### config.mk
export PLATFORM = sky130hd
export DESIGN_NAME = orbtrace_housekeeping
export DESIGN_NICKNAME = d
export VERILOG_FILES = /design/src/rtl/orbtrace_housekeeping.sv
export SDC_FILE = /design/constraint.sdc
export NUM_CORES = 1
export LEC_CHECK = 0
export ABC_AREA = 1
export CAP_MARGIN = 10
export CORE_MARGIN = 2
export CORE_UTILIZATION = 65
export CTS_BUF_LIST = sky130_fd_sc_hd__clkbuf_4 sky130_fd_sc_hd__clkbuf_8
export DETAILED_ROUTE_END_ITERATION = 7
export GPL_ROUTABILITY_DRIVEN = 0
export GPL_TIMING_DRIVEN = 1
export PLACE_DENSITY = 0.83
export SYNTH_ARGS = -nofsm -noshare
export SYNTH_HDL_FRONTEND = slang
export SYNTH_SLANG_ARGS = --single-unit
### constraint.sdc
create_clock -name clkOut -period 1.9 [get_ports clkOut]
set_input_delay 0.19 -clock clkOut [delete_from_list [all_inputs] [get_ports clkOut]]
set_output_delay 0.19 -clock clkOut [all_outputs]
set_load 0.1 [all_outputs]
### src/rtl/orbtrace_housekeeping.sv
// rtl/orbtrace_housekeeping.sv - reset sequencing, heartbeat and indicator LEDs
//
// Purpose:
//   Sequences the system reset from PLL lock (lock filter + hold-off), drives a
//   heartbeat LED whose blink rate encodes trace sync state, and drives NUM_IND
//   indicator LEDs from asynchronous events in stretch, level or sticky mode.
//
// Ports:
//   clkOut  in   system clock (PLL output)
//   rst     in   synchronous, active-high reset
//   lockIn  in   PLL lock, asynchronous
//   syncIn  in   trace sync flag, clkOut domain
//   indEvt  in   [NUM_IND] event/level inputs, asynchronous
//   indClr  in   [NUM_IND] sticky-channel clear, clkOut domain, level
//   sysRst  out  registered system reset, active-high
//   hbLed   out  registered heartbeat LED
//   indLed  out  [NUM_IND] registered indicator LEDs
module orbtrace_housekeeping #(
  parameter int                     HB_BITS         = 26,
  parameter int                     NUM_IND         = 4,
  parameter logic [2*NUM_IND-1:0]   IND_MODE        = {NUM_IND{2'b00}},
  parameter int                     STRETCH_CYCLES  = 2_400_000,
  parameter int                     LOCK_FILTER     = 1024,
  parameter int                     RST_HOLD_CYCLES = 4096
) (
  input  logic               clkOut,
  input  logic               rst,
  input  logic               lockIn,
  input  logic               syncIn,
  input  logic [NUM_IND-1:0] indEvt,
  input  logic [NUM_IND-1:0] indClr,
  output logic               sysRst,
  output logic               hbLed,
  output logic [NUM_IND-1:0] indLed
);

  localparam int FW = $clog2(LOCK_FILTER + 1);
  localparam int HW = $clog2(RST_HOLD_CYCLES + 1);
  localparam int SW = $clog2(STRETCH_CYCLES + 1);

  localparam logic [FW-1:0] FILTER_LAST = FW'(LOCK_FILTER - 1);
  localparam logic [HW-1:0] HOLD_LAST   = HW'(RST_HOLD_CYCLES - 1);
  localparam logic [SW-1:0] STRETCH_VAL = SW'(STRETCH_CYCLES);

  typedef enum logic [1:0] {
    ST_WAIT_LOCK = 2'd0,
    ST_HOLD      = 2'd1,
    ST_RUN       = 2'd2
  } rstState_t;

  // ---------------------------------------------------------------------------
  // Synchronisers
  // ---------------------------------------------------------------------------
  logic               lockMeta;
  logic               lockS;
  logic [NUM_IND-1:0] evtMeta;
  logic [NUM_IND-1:0] evtS;
  logic [NUM_IND-1:0] evtSd;

  always_ff @(posedge clkOut) begin
    if (rst) begin
      lockMeta <= 1'b0;
      lockS    <= 1'b0;
      evtMeta  <= '0;
      evtS     <= '0;
      evtSd    <= '0;
    end else begin
      lockMeta <= lockIn;
      lockS    <= lockMeta;
      evtMeta  <= indEvt;
      evtS     <= evtMeta;
      evtSd    <= evtS;
    end
  end

  // ---------------------------------------------------------------------------
  // Reset sequencing FSM
  // ---------------------------------------------------------------------------
  rstState_t         state;
  rstState_t         nextState;
  logic [FW-1:0]     filterCnt;
  logic [HW-1:0]     holdCnt;
  logic              sysRstNext;

  always_ff @(posedge clkOut) begin
    if (rst) begin
      state <= ST_WAIT_LOCK;
    end else begin
      state <= nextState;
    end
  end

  // A transition fires on the edge where the counter would reach its target,
  // so the counter value itself never has to be compared against the limit.
  always_comb begin
    nextState = state;
    case (state)
      ST_WAIT_LOCK: begin
        if (lockS && (filterCnt == FILTER_LAST)) begin
          nextState = ST_HOLD;
        end
      end
      ST_HOLD: begin
        if (!lockS) begin
          nextState = ST_WAIT_LOCK;
        end else if (holdCnt == HOLD_LAST) begin
          nextState = ST_RUN;
        end
      end
      ST_RUN: begin
        if (!lockS) begin
          nextState = ST_WAIT_LOCK;
        end
      end
      default: nextState = ST_WAIT_LOCK;
    endcase
  end

  // sysRst is registered from the next state so it drops on the same edge the
  // FSM enters RUN and rises on the first edge that sees lock lost.
  always_comb begin
    sysRstNext = (nextState != ST_RUN);
  end

  always_ff @(posedge clkOut) begin
    if (rst) begin
      filterCnt <= '0;
      holdCnt   <= '0;
      sysRst    <= 1'b1;
    end else begin
      sysRst <= sysRstNext;
      case (state)
        ST_WAIT_LOCK: begin
          filterCnt <= lockS ? filterCnt + 1'b1 : '0;
          holdCnt   <= '0;
        end
        ST_HOLD: begin
          if (!lockS) begin
            filterCnt <= '0;
            holdCnt   <= '0;
          end else begin
            holdCnt <= holdCnt + 1'b1;
          end
        end
        default: begin
          filterCnt <= '0;
          holdCnt   <= '0;
        end
      endcase
    end
  end

  // ---------------------------------------------------------------------------
  // Heartbeat
  // ---------------------------------------------------------------------------
  logic [HB_BITS-1:0] hbCnt;

  always_ff @(posedge clkOut) begin
    if (rst) begin
      hbCnt <= '0;
      hbLed <= 1'b0;
    end else begin
      hbCnt <= sysRst ? '0 : hbCnt + 1'b1;
      if (sysRst) begin
        hbLed <= 1'b0;
      end else if (syncIn) begin
        hbLed <= hbCnt[HB_BITS-1];
      end else begin
        hbLed <= hbCnt[HB_BITS-3];
      end
    end
  end

  // ---------------------------------------------------------------------------
  // Indicator channels (independent of sysRst)
  // ---------------------------------------------------------------------------
  for (genvar i = 0; i < NUM_IND; i++) begin : gInd
    localparam logic [1:0] MODE     = IND_MODE[2*i+1:2*i];
    localparam bit         IS_LEVEL  = (MODE == 2'b01);
    localparam bit         IS_STICKY = (MODE == 2'b10);
    // Reserved encoding 11 falls back to stretch.
    localparam bit         IS_STRETCH = !IS_LEVEL && !IS_STICKY;

    logic          rise;
    logic [SW-1:0] stretchCnt;
    logic          ledQ;

    assign rise      = evtS[i] & ~evtSd[i];
    assign indLed[i] = ledQ;

    always_ff @(posedge clkOut) begin
      if (rst) begin
        stretchCnt <= '0;
        ledQ       <= 1'b0;
      end else begin
        // A rise while already counting reloads, so retriggers extend with no gap.
        if (IS_STRETCH && rise) begin
          stretchCnt <= STRETCH_VAL;
        end else if (stretchCnt != '0) begin
          stretchCnt <= stretchCnt - 1'b1;
        end

        if (IS_LEVEL) begin
          ledQ <= evtSd[i];
        end else if (IS_STICKY) begin
          // Set has priority over a coincident clear.
          if (rise) begin
            ledQ <= 1'b1;
          end else if (indClr[i]) begin
            ledQ <= 1'b0;
          end
        end else begin
          ledQ <= (stretchCnt != '0);
        end
      end
    end
  end

endmodule
# [Word level (Yosys, flattened, before mapping)]
# Cells that the tools add are included.
[word_totals] ff_bits=160 inputBits=12 out_inout_bits=6 elab_cells=79
[classes] add_sub_neg=7 n_eq_ne=6 mux=17 bitwise=10 reduce_logical=16
[ops] operator="$mux 22" n=8
[ops] operator="$reduce_bool 22->1" n=4
[ops] operator="$sub 22x1->22 const B" n=4
[ops] operator="$add 26x1->26 const B" n=1
[ops] operator="$mux 11" n=2
[ops] operator="$pmux 11 s2" n=1
[ops] operator="$add 13x1->13 const B" n=1
[ops] operator="$eq 13x12->1 const B" n=1
[ops] operator="$add 11x1->11 const B" n=1
[ops] operator="$eq 11x10->1 const B" n=1
[ops] operator="$reduce_or 2->1" n=5
[ops] operator="$mux 2" n=4
[ops] operator="$reduce_bool 2->1" n=4
[ops] operator="$not 1->1" n=6
[ops] operator="$pmux 2 s3" n=1
[ops] operator="$and 1x1->1" n=4
[ops] operator="$ne 2x2->1 const B" n=2
[ops] operator="$reduce_or 3->1" n=1
[ops] operator="$eq 2x1->1 const B" n=1
[ops] operator="$eq 2x2->1 const B" n=1
[ops] operator="$logic_not 2->1" n=1
[ops] operator="$logic_and 1x1->1" n=1
[ops] operator="$mux 1" n=1

# [Logic depth before layout (Yosys ltp)]
# Gate-level depths: netlist of the first run.
[logic_depth] ltp_word=5 ltp_mapped=10 mapped_depth_nobuf=10

# [Worst setup path after synthesis of the first run]
# Ideal clock, no wire load.
[synth_path] path_type="register to register" from="reg sysRst" to="reg hbCnt[12]" setup_ns=0.117 t_arrival_ns=1.505 t_required_ns=1.783 slack_ns=0.278 path_stages_with_launch=5 n_path_buf=1 period_less_slack_ns=1.622 path_cell_list="dfxtp_1 > nor2_1 > inv_1 > buf_2 > nor2_1"
[synth_via] elab_chain_cells=1
[synth_lines] element="start: declaration" line_no="32" rtl="output logic sysRst,"
[synth_lines] element="start signal: assignment" line_no="131" rtl="sysRst <= sysRstNext;"
[synth_lines] element="$reduce_or 2->1 (no source line)"
[synth_lines] element="end signal: assignment" line_no="163" rtl="hbCnt <= sysRst ? '0 : hbCnt + 1'b1;"
[synth_lines] element="end: declaration" line_no="156" rtl="logic [HB_BITS-1:0] hbCnt;"
# No other way between the ends.
# A chain may end at the register's enable or synchronous reset.

# [Final worst setup path of the first run]
[layout_path] from="reg gInd[3].stretchCnt[0]" to="reg gInd[3].stretchCnt[1]"
[layout_via] elab_chain_cells=1 word_cells_on_any_way=2 classes_between="add/sub (1); reduce/logical (1)"
[layout_lines] element="start: declaration" line_no="185" rtl="logic [SW-1:0] stretchCnt;"
[layout_lines] element="start signal: assignment" line_no="200" rtl="stretchCnt <= stretchCnt - 1'b1;"
[layout_lines] element="$sub 22x1->22 or $reduce_bool 22->1 (tied branches)" line_no="200, 199"
# Several ways; a longest one is shown, not always the timed one.

==> results_dict.tcl, run 1 <==
set metrics [dict create \
    start_util_pct 67.1 \
    grt_util_met1_pct 33.5 \
    final_nets 1214 \
    drtIter0Drc 548 \
    p_comb_share_pct 51.2 \
    endpoint_kind "flop" \
    die-area_um2 13400 \
    synth-seq-cells 160 \
    grt_max_degree 25 \
    p_sw_mw 6.98 \
    rsz0062_at_grt "no" \
    cts_tree "built" \
    synthCells 1176 \
    synth_edf_count 0 \
    timing.hold.ws_ns 0.156 \
    relSlewSlack_pct 63.7 \
    areaGrowthSynthToFinish_pct 7.17 \
    critPathTopFamily "simple AND/OR/NAND/NOR gates" \
    grt_pass1_vias 6521 \
    postCtsSetupRepairBufs 0 \
    avgSynthCellArea_um2 6.91 \
    synth_fp_nets 1198 \
    max_stage_delay_ns 0.32 \
    top_usage_layer "met2" \
    ys.flop_type "dfxtp_1" \
    slew_violations 0 \
    critPathMaxFanout 24 \
    hp-class "in -> reg" \
    die_x_um 116 \
    synthArstFlopShare_pct 0 \
    fin_setup_tns_ns 0 \
    crit_buf_inv 1 \
    grt_pass1_wl_mm 28.3 \
    fin_crit_ns 1.71 \
    fin_ws_ns 0.190 \
    start_kind "flop" \
    p_per_area_nw_per_um2 1720 \
    diodes 0 \
    viasPerCell 5.21 \
    insertion_delay_ns 0.46 \
    switching_share_pct 46.6 \
    die_height_um 116 \
    cts-resized-gates 0 \
    intPower_mw 8.00 \
    detail_route.wl_per_cell_um 12.1 \
    drive_gt1_share_pct 10.1 \
    setup_viol 0 \
    dr.pass1.iters 5 \
    ant_nets 0 \
    clk_pin_slew_worst_paths_ns 0.08 \
    skew_ns 0.00965 \
    power_frac_clock_pct 15.8 \
    drt_drc_violations_left 0 \
    ir_worst_vdd_mv 1.18 \
    ys_types 48 \
    period_share_pct 90.0 \
    grt_usage_pct 26.1 \
    core_um2 12100 \
    critPathKind "reg -> reg" \
    htreeDepth 4 \
    drv_cap 0 \
    vias 7153 \
    path_cells "inv_1, ha_1, nand2_2, nor2_4, nand3_4, o21ai_0, a21oi_1" \
    worst_pin_slew_ns 0.544 \
    cts-root-buf "clkbuf_8" \
    grt_remaining_overflow 0 \
    rows 40 \
    holdBufCountCts 0 \
    synth_top_area_cell "dfxtp_1" \
    cts_made_buffers 17 \
    hold_viol_final 0 \
    cp_slowest_cell "dfxtp_1" \
    clk_path_buf_depth 2 \
    grtUsageMet3_pct 5.39 \
    power_frac_seq_pct 33.0 \
    status "completed" \
    required_ns 2.24 \
    dpl.hpwl_mm 11.8 \
    yosys_warnings 0 \
    p_leak_nw 3.69 \
    port-buffer-count 13 \
    routed_wirelength_mm 16.7 \
    yosys-top-cells-area "dfxtp_1 39%, nor2_1 11%, nand2_1 11%" \
    antenna_found_initial 0 \
    dpl_worst_slack_ns 0.198 \
    io_pins 18 \
    clock_sinks 160 \
    synth.cell_area_um2 8130 \
    yosysSeqAreaShare_pct 39.4 \
    grt_util_met2_pct 44.2 \
    fmax_mhz 585 \
    synth_top_area_share_pct 39.4 \
    critical_path_arrival_ns 2.05 \
]
## placed cells by master, fill, tap and decap left out, types with 8 or more instances in the layout
cell	n
a21oi_1	79
buf_4	13
clkbuf_8	19
dfxtp_1	160
ha_1	10
inv_1	135
nand2_1	231
nand2_2	12
nand3_1	91
nand3_2	8
nand4_1	22
nor2_1	238
nor2_2	24
nor2_4	12
o21ai_0	29
xnor2_1	17
xor2_1	20
## sequential cells by signal, summed over array words and instances (netlist names)
signal,flops
state,2
hbCnt,26
evtMeta,4
gInd.stretchCnt,88
evtS,4
holdCnt,13
sysRst,1
lockMeta,1
hbLed,1
lockS,1
gInd.ledQ,4
evtSd,4
filterCnt,11
## power by group through the flow
stage                     registers (mW)  logic, mW  clock network, mW
after floorplan                     4.79       6.47                  0
after global placement              4.96       7.39                  0
after detailed placement            4.98       7.54                  0
after CTS                           4.92       7.64               2.39
after global routing                5.05       8.79               2.55
final                               4.94       7.67               2.37
## worst paths after layout
check | endpoint | cells past startpoint | slack, ns | start
setup / recovery | gInd[3].stretchCnt[1] | 7 | 0.19 | gInd[3].stretchCnt[0]
hold / removal | evtSd[0] | 2 | 0.16 | rst
setup reg to reg | gInd[3].stretchCnt[1] | 7 | 0.19 | gInd[3].stretchCnt[0]
hold reg to reg | evtS[3] | 2 | 0.40 | evtMeta[3]
## Yosys cell counts (3+ instances only)
library cell	instances
nand3b_1	7
and3_1	3
nand3_2	8
dfxtp_1	160
xor2_1	20
inv_2	3
nand2_2	12
nand2_1	231
a21o_1	5
clkbuf_1	6
o21ai_0	29
nand3_1	91
buf_2	4
nor2_1	238
nor2_4	12
nor3_1	7
o21bai_1	3
buf_4	5
a21oi_1	79
buf_6	6
o21ai_1	3
a211oi_1	4
xnor2_1	17
nor2_2	24
inv_1	135
ha_1	10
nor3_2	3
or2_2	4
nand4_1	22
## area by class of cell
class | count | area (µm²)
clock buffers | 21 | 277
clock inverters | 10 | 88.8
fillers | 1044 | 3400
inverters | 141 | 531
multi-input cells | 852 | 4240
flip-flops and latches | 160 | 3200
well taps | 168 | 210
repair buffers | 20 | 163
## logic make-up (layout without fill, tap and decap cells)
kind of cell | count (synthesis) | after routing | synth area share (%)
AO/OA/AOI/OAI | 132 | 132 | 8.85
XOR/XNOR | 37 | 37 | 3.99
adder cells (fa/ha/maj) | 10 | 10 | 1.54
buffers and inverters | 164 | 192 | 8.43
flip-flops | 160 | 160 | 39.4
AND/OR/NAND/NOR | 673 | 673 | 37.8
## worst register-to-register path: stages, from the launching register on
cell     delay, ns
dfxtp_1       0.32
inv_1         0.09
ha_1          0.27
nand2_2       0.12
nor2_4        0.22
nand3_4       0.27
o21ai_0       0.25
a21oi_1       0.05
## routing by layer
metal | part of all wire, % | vias up
met3 | 4.2 | 27
met5 | 0 | -
met4 | 1.5 | 0
li1 | - | 3768
met1 | 47 | 3222
met2 | 47 | 136
## metrics by stage
stage | utilization (%) | instances | area [µm²] | power, mW
after floorplan | - | 1176 | 8130 | 11.3
after global placement | 68.9 | 1341 | 8350 | 12.3
after detailed placement | 68.9 | 1341 | 8350 | 12.5
after CTS | 72.0 | 1372 | 8710 | 14.9
after global routing | 72.0 | 1372 | 8710 | 16.4
final | 72.0 | 1372 | 8710 | 15.0
Note: power is estimated with default switching activity, not from simulation.
==> inputs of run 2 (changes only) <==
==> constraint.sdc (replaced) <==
create_clock -name clkOut -period 1.8 [get_ports clkOut]
set_input_delay 0.18 -clock clkOut [delete_from_list [all_inputs] [get_ports clkOut]]
set_output_delay 0.18 -clock clkOut [all_outputs]
set_load 0.1 [all_outputs]
==> results_dict.tcl, run 2 (synthesis results as in run 1) <==
set metrics [dict create \
    ff2ff_path_depth 9 \
    cp-startpoint "gInd[3].stretchCnt[0]" \
    final_cell_mix "238 x nor2_1, 231 x nand2_1, 160 x dfxtp_1, 135 x inv_1, 91 x nand3_1" \
    clk_path_buf_depth 2 \
    cts-resized-gates 0 \
    p_sw_mw 7.41 \
    grt_remaining_overflow 0 \
    grt_pass1_wl_mm 28.3 \
    viasPerCell 5.21 \
    cts_made_buffers 17 \
    fin_ws_ns 0.198 \
    rsz0062_at_grt "no" \
    routed_wirelength_mm 16.3 \
    ant_nets 0 \
    detail_route.wl_per_cell_um 11.9 \
    io_pins 18 \
    top_register "gInd.stretchCnt" \
    start_kind "flop" \
    vias 7156 \
    p_leak_nw 3.70 \
    multi_input_area_um2 4240 \
    p_per_area_nw_per_um2 1820 \
    dr.pass1.iters 5 \
    start_util_pct 67.1 \
    areaGrowthSynthToFinish_pct 7.69 \
    core_um2 12100 \
    switching_share_pct 46.5 \
    htreeDepth 4 \
    dpl_worst_slack_ns 0.202 \
    postCtsSetupRepairBufs 0 \
    p_comb_share_pct 50.8 \
    finish.instance_area_um2 8760 \
    drtIter0Drc 422 \
    fmax_mhz 624 \
    critPathMaxFanout 24 \
    power_frac_clock_pct 16.6 \
    intPower_mw 8.53 \
    status "completed" \
    fin_crit_ns 1.60 \
    cts-root-buf "clkbuf_8" \
    required_ns 2.15 \
    die_height_um 116 \
    place_area_um2 8360 \
    hold_viol_final 0 \
    antenna_found_initial 0 \
    regToRegEndpoint "gInd[3].stretchCnt[17]" \
    cts_tree "built" \
    hp-class "in -> reg" \
    setup_viol 0 \
    slew_violations 0 \
    holdBufCountCts 0 \
    reg2reg_from "gInd[3].stretchCnt[0]" \
    seq_area_um2 3200 \
    fill_cells 1061 \
    drive_gt1_share_pct 10.3 \
    port-buffer-count 13 \
    hp-start "rst" \
    final_nets 1216 \
    fin_setup_tns_ns 0 \
    drv_cap 0 \
    skew_ns 0.00749 \
    largestRegisters "gInd.stretchCnt x88, hbCnt x26, holdCnt x13" \
    critical_path_arrival_ns 1.95 \
    largest_reg_flops 88 \
    insertion_delay_ns 0.46 \
    grt_usage_pct 26.0 \
    dpl.hpwl_mm 11.8 \
    worst_pin_slew_ns 0.539 \
    clock_sinks 160 \
    grt_pass1_vias 6492 \
    power_frac_seq_pct 32.6 \
    cp-endpoint "gInd[3].stretchCnt[17]" \
    diodes 0 \
    relSlewSlack_pct 64.0 \
    critPathKind "reg -> reg" \
    drt_drc_violations_left 0 \
    final_common_cell "nor2_1" \
    die-area_um2 13400 \
    period_share_pct 89.0 \
    die_x_um 116 \
    endpoint_kind "flop" \
    clk_pin_slew_worst_paths_ns 0.09 \
    ir_worst_vdd_mv 1.26 \
    grt_max_degree 26 \
    rows 40 \
    reg2reg_slack_ns 0.20 \
]
[run 2: cell count changes in the layout (fill, tap and decap cells not counted), sizes merged]
cell	change
buf	+2
inv	+5
clkinv	-2
bufinv	+1
clkbuf	-4
[run 2: power by group through the flow]
stage,Clock [mW],Combinational [mW],Sequential [mW]
after floorplan,0,6.83,5.06
after global placement,0,7.82,5.24
after detailed placement,0,8.01,5.25
after CTS,2.71,8.07,5.18
after global routing,2.86,9.29,5.32
final,2.65,8.09,5.20
[run 2: area by class of cell]
class | instances | share of cell area [%]
Multi-Input combinational cell | 852 | 48.4
Tap cell | 168 | 2.40
Clock buffer | 17 | 2.67
Clock inverter | 14 | 1.81
Timing Repair Buffer | 22 | 2.03
Inverter | 141 | 6.06
Sequential cell | 160 | 36.6
[run 2: per-stage QoR]
step	hold WS [ns]	instances	utilization, %	total power [mW]
detailed placement	0.395	1343	69.1	13.3
floorplan	0.274	1176	-	11.9
global route	0.131	1374	72.3	17.5
finish	0.135	1374	72.3	15.9
CTS	0.105	1374	72.3	16.0
global placement	0.391	1343	69.1	13.1
[run 2: routing by layer]
layer  vias to the layer above  GRT usage (%)  routed length, µm
met5                         -              0                  0
met4                         0           8.10                282
met3                        30           6.43                675
met2                       131           42.8               7580
met1                      3226           33.8               7750
li1                       3769              -                  -
[run 2: worst min-delay path by stage]
stage               endpoint  slack, ns  cells after the start
finish              evtSd[1]       0.14                      2
global route        evtSd[1]       0.13                      2
CTS                 evtSd[1]       0.11                      2
detailed placement   evtS[3]       0.40                      2
global placement     evtS[0]       0.39                      2
floorplan              hbLed       0.27                      1
[run 2: critical path, cell delays in order (launching register included)]
cell and delay, ns:
dfxtp_1 0.33, inv_1 0.09, ha_1 0.20, nand2_2 0.10
nor2_4 0.21, nand3_4 0.26, nand3_1 0.14, nand2_1 0.06
nand2_1 0.05, nor2_1 0.04
==> inputs of run 3 (changes only) <==
--- a/config.mk
+++ b/config.mk
@@ -5,15 +5,14 @@
 export SDC_FILE = /design/constraint.sdc
 export NUM_CORES = 1
 export LEC_CHECK = 0
-export ABC_AREA = 1
 export CAP_MARGIN = 10
 export CORE_MARGIN = 2
-export CORE_UTILIZATION = 65
+export CORE_UTILIZATION = 64
 export CTS_BUF_LIST = sky130_fd_sc_hd__clkbuf_4 sky130_fd_sc_hd__clkbuf_8
 export DETAILED_ROUTE_END_ITERATION = 7
 export GPL_ROUTABILITY_DRIVEN = 0
 export GPL_TIMING_DRIVEN = 1
-export PLACE_DENSITY = 0.83
+export PLACE_DENSITY = 0.82
 export SYNTH_ARGS = -nofsm -noshare
 export SYNTH_HDL_FRONTEND = slang
 export SYNTH_SLANG_ARGS = --single-unit
==> results_dict.tcl, run 3 <==
set metrics [dict create \
    relSlewSlack_pct 57.4 \
    start_util_pct 66.0 \
    critPathMaxFanout 6 \
    grt_remaining_overflow 0 \
    synth_most_common_cell "dfxtp_1" \
    die_x_um 110 \
    fin_cells 1082 \
    clk_path_buf_depth 2 \
    final_cell_mix "144 x dfxtp_1, 113 x buf_4, 101 x nor2_1, 43 x xor2_1, 39 x a21oi_1" \
    drtIter0Drc 556 \
    cts_tree "built" \
    yosys-top-cells-area "dfxtp_1 45%, nor2_1 5.6%, xnor2_1 5.4%" \
    met3_length_mm 1.36 \
    total_power_mw 20.6 \
    worst_pin_slew_ns 0.638 \
    cts-root-buf "clkbuf_8" \
    drt_drc_violations_left 0 \
    dpl.hpwl_mm 10.6 \
    grt_pass1_wl_mm 29.1 \
    timing.hold.ws_ns 0.119 \
    cp-startpoint "gInd[0].stretchCnt[13]" \
    critPathKind "reg -> reg" \
    rows 38 \
    m1WireLength_mm 8.07 \
    synth.cell_area_um2 7180 \
    die-area_um2 12100 \
    fmax_mhz 474 \
    antenna_found_initial 0 \
    dp.cells 1021 \
    fin_crit_ns 2.11 \
    met2_wirelength_mm 10.9 \
    final_nets 952 \
    yosys_warnings 0 \
    finish.instance_area_um2 9500 \
    skew_ns 0.0111 \
    violations "setup timing" \
    detail_route.wl_per_cell_um 20.0 \
    ys.flop_type "dfxtp_1" \
    cts_made_buffers 17 \
    endpoint_kind "flop" \
    max_stage_delay_ns 0.59 \
    core_um2 10900 \
    synth-seq-cells 160 \
    start_kind "flop" \
    reg2reg_slack_ns -0.31 \
    ys_types 59 \
    hold_viol_final 0 \
    drive_gt1_share_pct 32.6 \
    cp_slowest_cell "or4_4" \
    top_register "gInd.stretchCnt" \
    grt_max_degree 28 \
    synthArstFlopShare_pct 0 \
    areaGrowthSynthToFinish_pct 32.3 \
    synth_commonest_cells "160 x dfxtp_1, 108 x nor2_1, 49 x a21oi_1, 44 x xnor2_1, 43 x xor2_1" \
    routed_wirelength_mm 21.6 \
    critical_path_arrival_ns 2.45 \
    synthCells 803 \
    holdBufCountCts 0 \
    p_per_area_nw_per_um2 2170 \
    ir_worst_vdd_mv 1.77 \
    clock_sinks 160 \
    slew_violations 0 \
    diodes 0 \
    insertion_delay_ns 0.46 \
    status "finished, violations left" \
    htreeDepth 4 \
    ff2ff_path_depth 8 \
    rsz0062_at_grt "yes" \
    fin_setup_tns_ns -9.37 \
    fill_cells 477 \
    synth_fp_nets 825 \
    grt_usage_pct 30.5 \
    cp-endpoint "gInd[0].stretchCnt[9]" \
    die_height_um 110 \
    port-buffer-count 13 \
    grt_pass1_vias 6455 \
    io_pins 18 \
    drv_cap 0 \
    synth_top_area_cell "dfxtp_1" \
    largest_reg_flops 88 \
    clk_pin_slew_worst_paths_ns 0.09 \
    largestRegisters "gInd.stretchCnt x88, hbCnt x26, holdCnt x13" \
    ant_nets 0 \
    dr.max_layer_used "met4" \
    synth_top_area_share_pct 44.6 \
    required_ns 2.14 \
    final_common_cell "dfxtp_1" \
    place_area_um2 8130 \
    fin_ws_ns -0.309 \
    critPathMostFrequentCell "buf_12" \
    viasPerCell 6.38 \
    yosysSeqAreaShare_pct 44.6 \
    avgSynthCellArea_um2 8.94 \
    period_share_pct 117 \
    synth_edf_count 0 \
    p_leak_nw 3.54 \
    vias 6907 \
    regToRegEndpoint "gInd[0].stretchCnt[9]" \
    multi_input_area_um2 4390 \
    seq_area_um2 3220 \
    dr.pass1.iters 6 \
    setup_viol 81 \
    reg2reg_from "gInd[0].stretchCnt[13]" \
    path_cells "or4_4, buf_12, nor4_4, buf_6, buf_12, a211oi_4, xnor2_1, a21oi_1" \
    hp-class "in -> reg" \
]
## run 3: kinds of logic after synthesis
family	after synthesis	synth area share [%]
AO/OA/AOI/OAI	126	10.9
AND/OR/NAND/NOR	357	27.8
XOR/XNOR	87	10.6
flip-flops	160	44.6
adder cells (fa/ha/maj)	10	1.74
buffers and inverters	56	3.36
multiplexers	7	0.993
## run 3: layout make-up
type | count | area share [%]
multi-input cells | 587 | 46.3
flip-flops and latches | 160 | 33.9
repair buffers | 145 | 12.8
clock buffers | 23 | 3.33
well taps | 140 | 1.84
clock inverters | 8 | 1.08
inverters | 19 | 0.751
## run 3: how the worst min path moves through the flow
stage / start / end / slack (ns) / cells past startpoint
5_1_grt: rst / gInd[1].stretchCnt[10] / 0.11 / 2
6_report: rst / gInd[1].stretchCnt[10] / 0.12 / 2
4_1_cts: rst / gInd[1].stretchCnt[12] / 0.05 / 2
2_1_floorplan: indEvt[0] / evtMeta[0] / 0.31 / 1
3_3_place_gp: evtMeta[2] / evtS[2] / 0.42 / 1
3_5_place_dp: evtMeta[3] / evtS[3] / 0.44 / 1
## run 3: timing repair
item                       4_1_cts  5_1_grt
buffers inserted                20       10
pin swaps                       50       80
setup endpoints to repair       75       93
gates resized for setup         82       85
gates cloned                     1        0
## run 3: critical path, delay by kind of cell (launching register included)
| family | cells | cell delay, ns |
|---|---|---|
| and+or+nand+nor | 2 | 0.77 |
| buffers and inverters | 3 | 0.49 |
| DFF | 1 | 0.33 |
| xor gates and xnor gates | 1 | 0.21 |
| AOI/OAI and AO/OA | 2 | 0.20 |
## run 3: per-stage QoR
step / utilization, % / setup slack [ns]
2_1_floorplan: - / -0.0952
3_3_place_gp: 74.6 / -0.219
3_5_place_dp: 74.6 / -0.301
4_1_cts: 83.1 / -0.134
5_1_grt: 87.2 / -0.364
6_report: 87.2 / -0.309
## run 3: power by group
part	switching (mW)	internal (mW)
logic	6.57	6.02
clock network	1.33	1.45
registers	0.875	4.40
total	8.77	11.9
## run 3: metal layers
layer | vias up | GRT usage [%]
met5 | - | 0
met4 | 0 | 13.6
met3 | 141 | 5.99
met2 | 368 | 53.5
met1 | 3297 | 35.9
li1 | 3101 | -
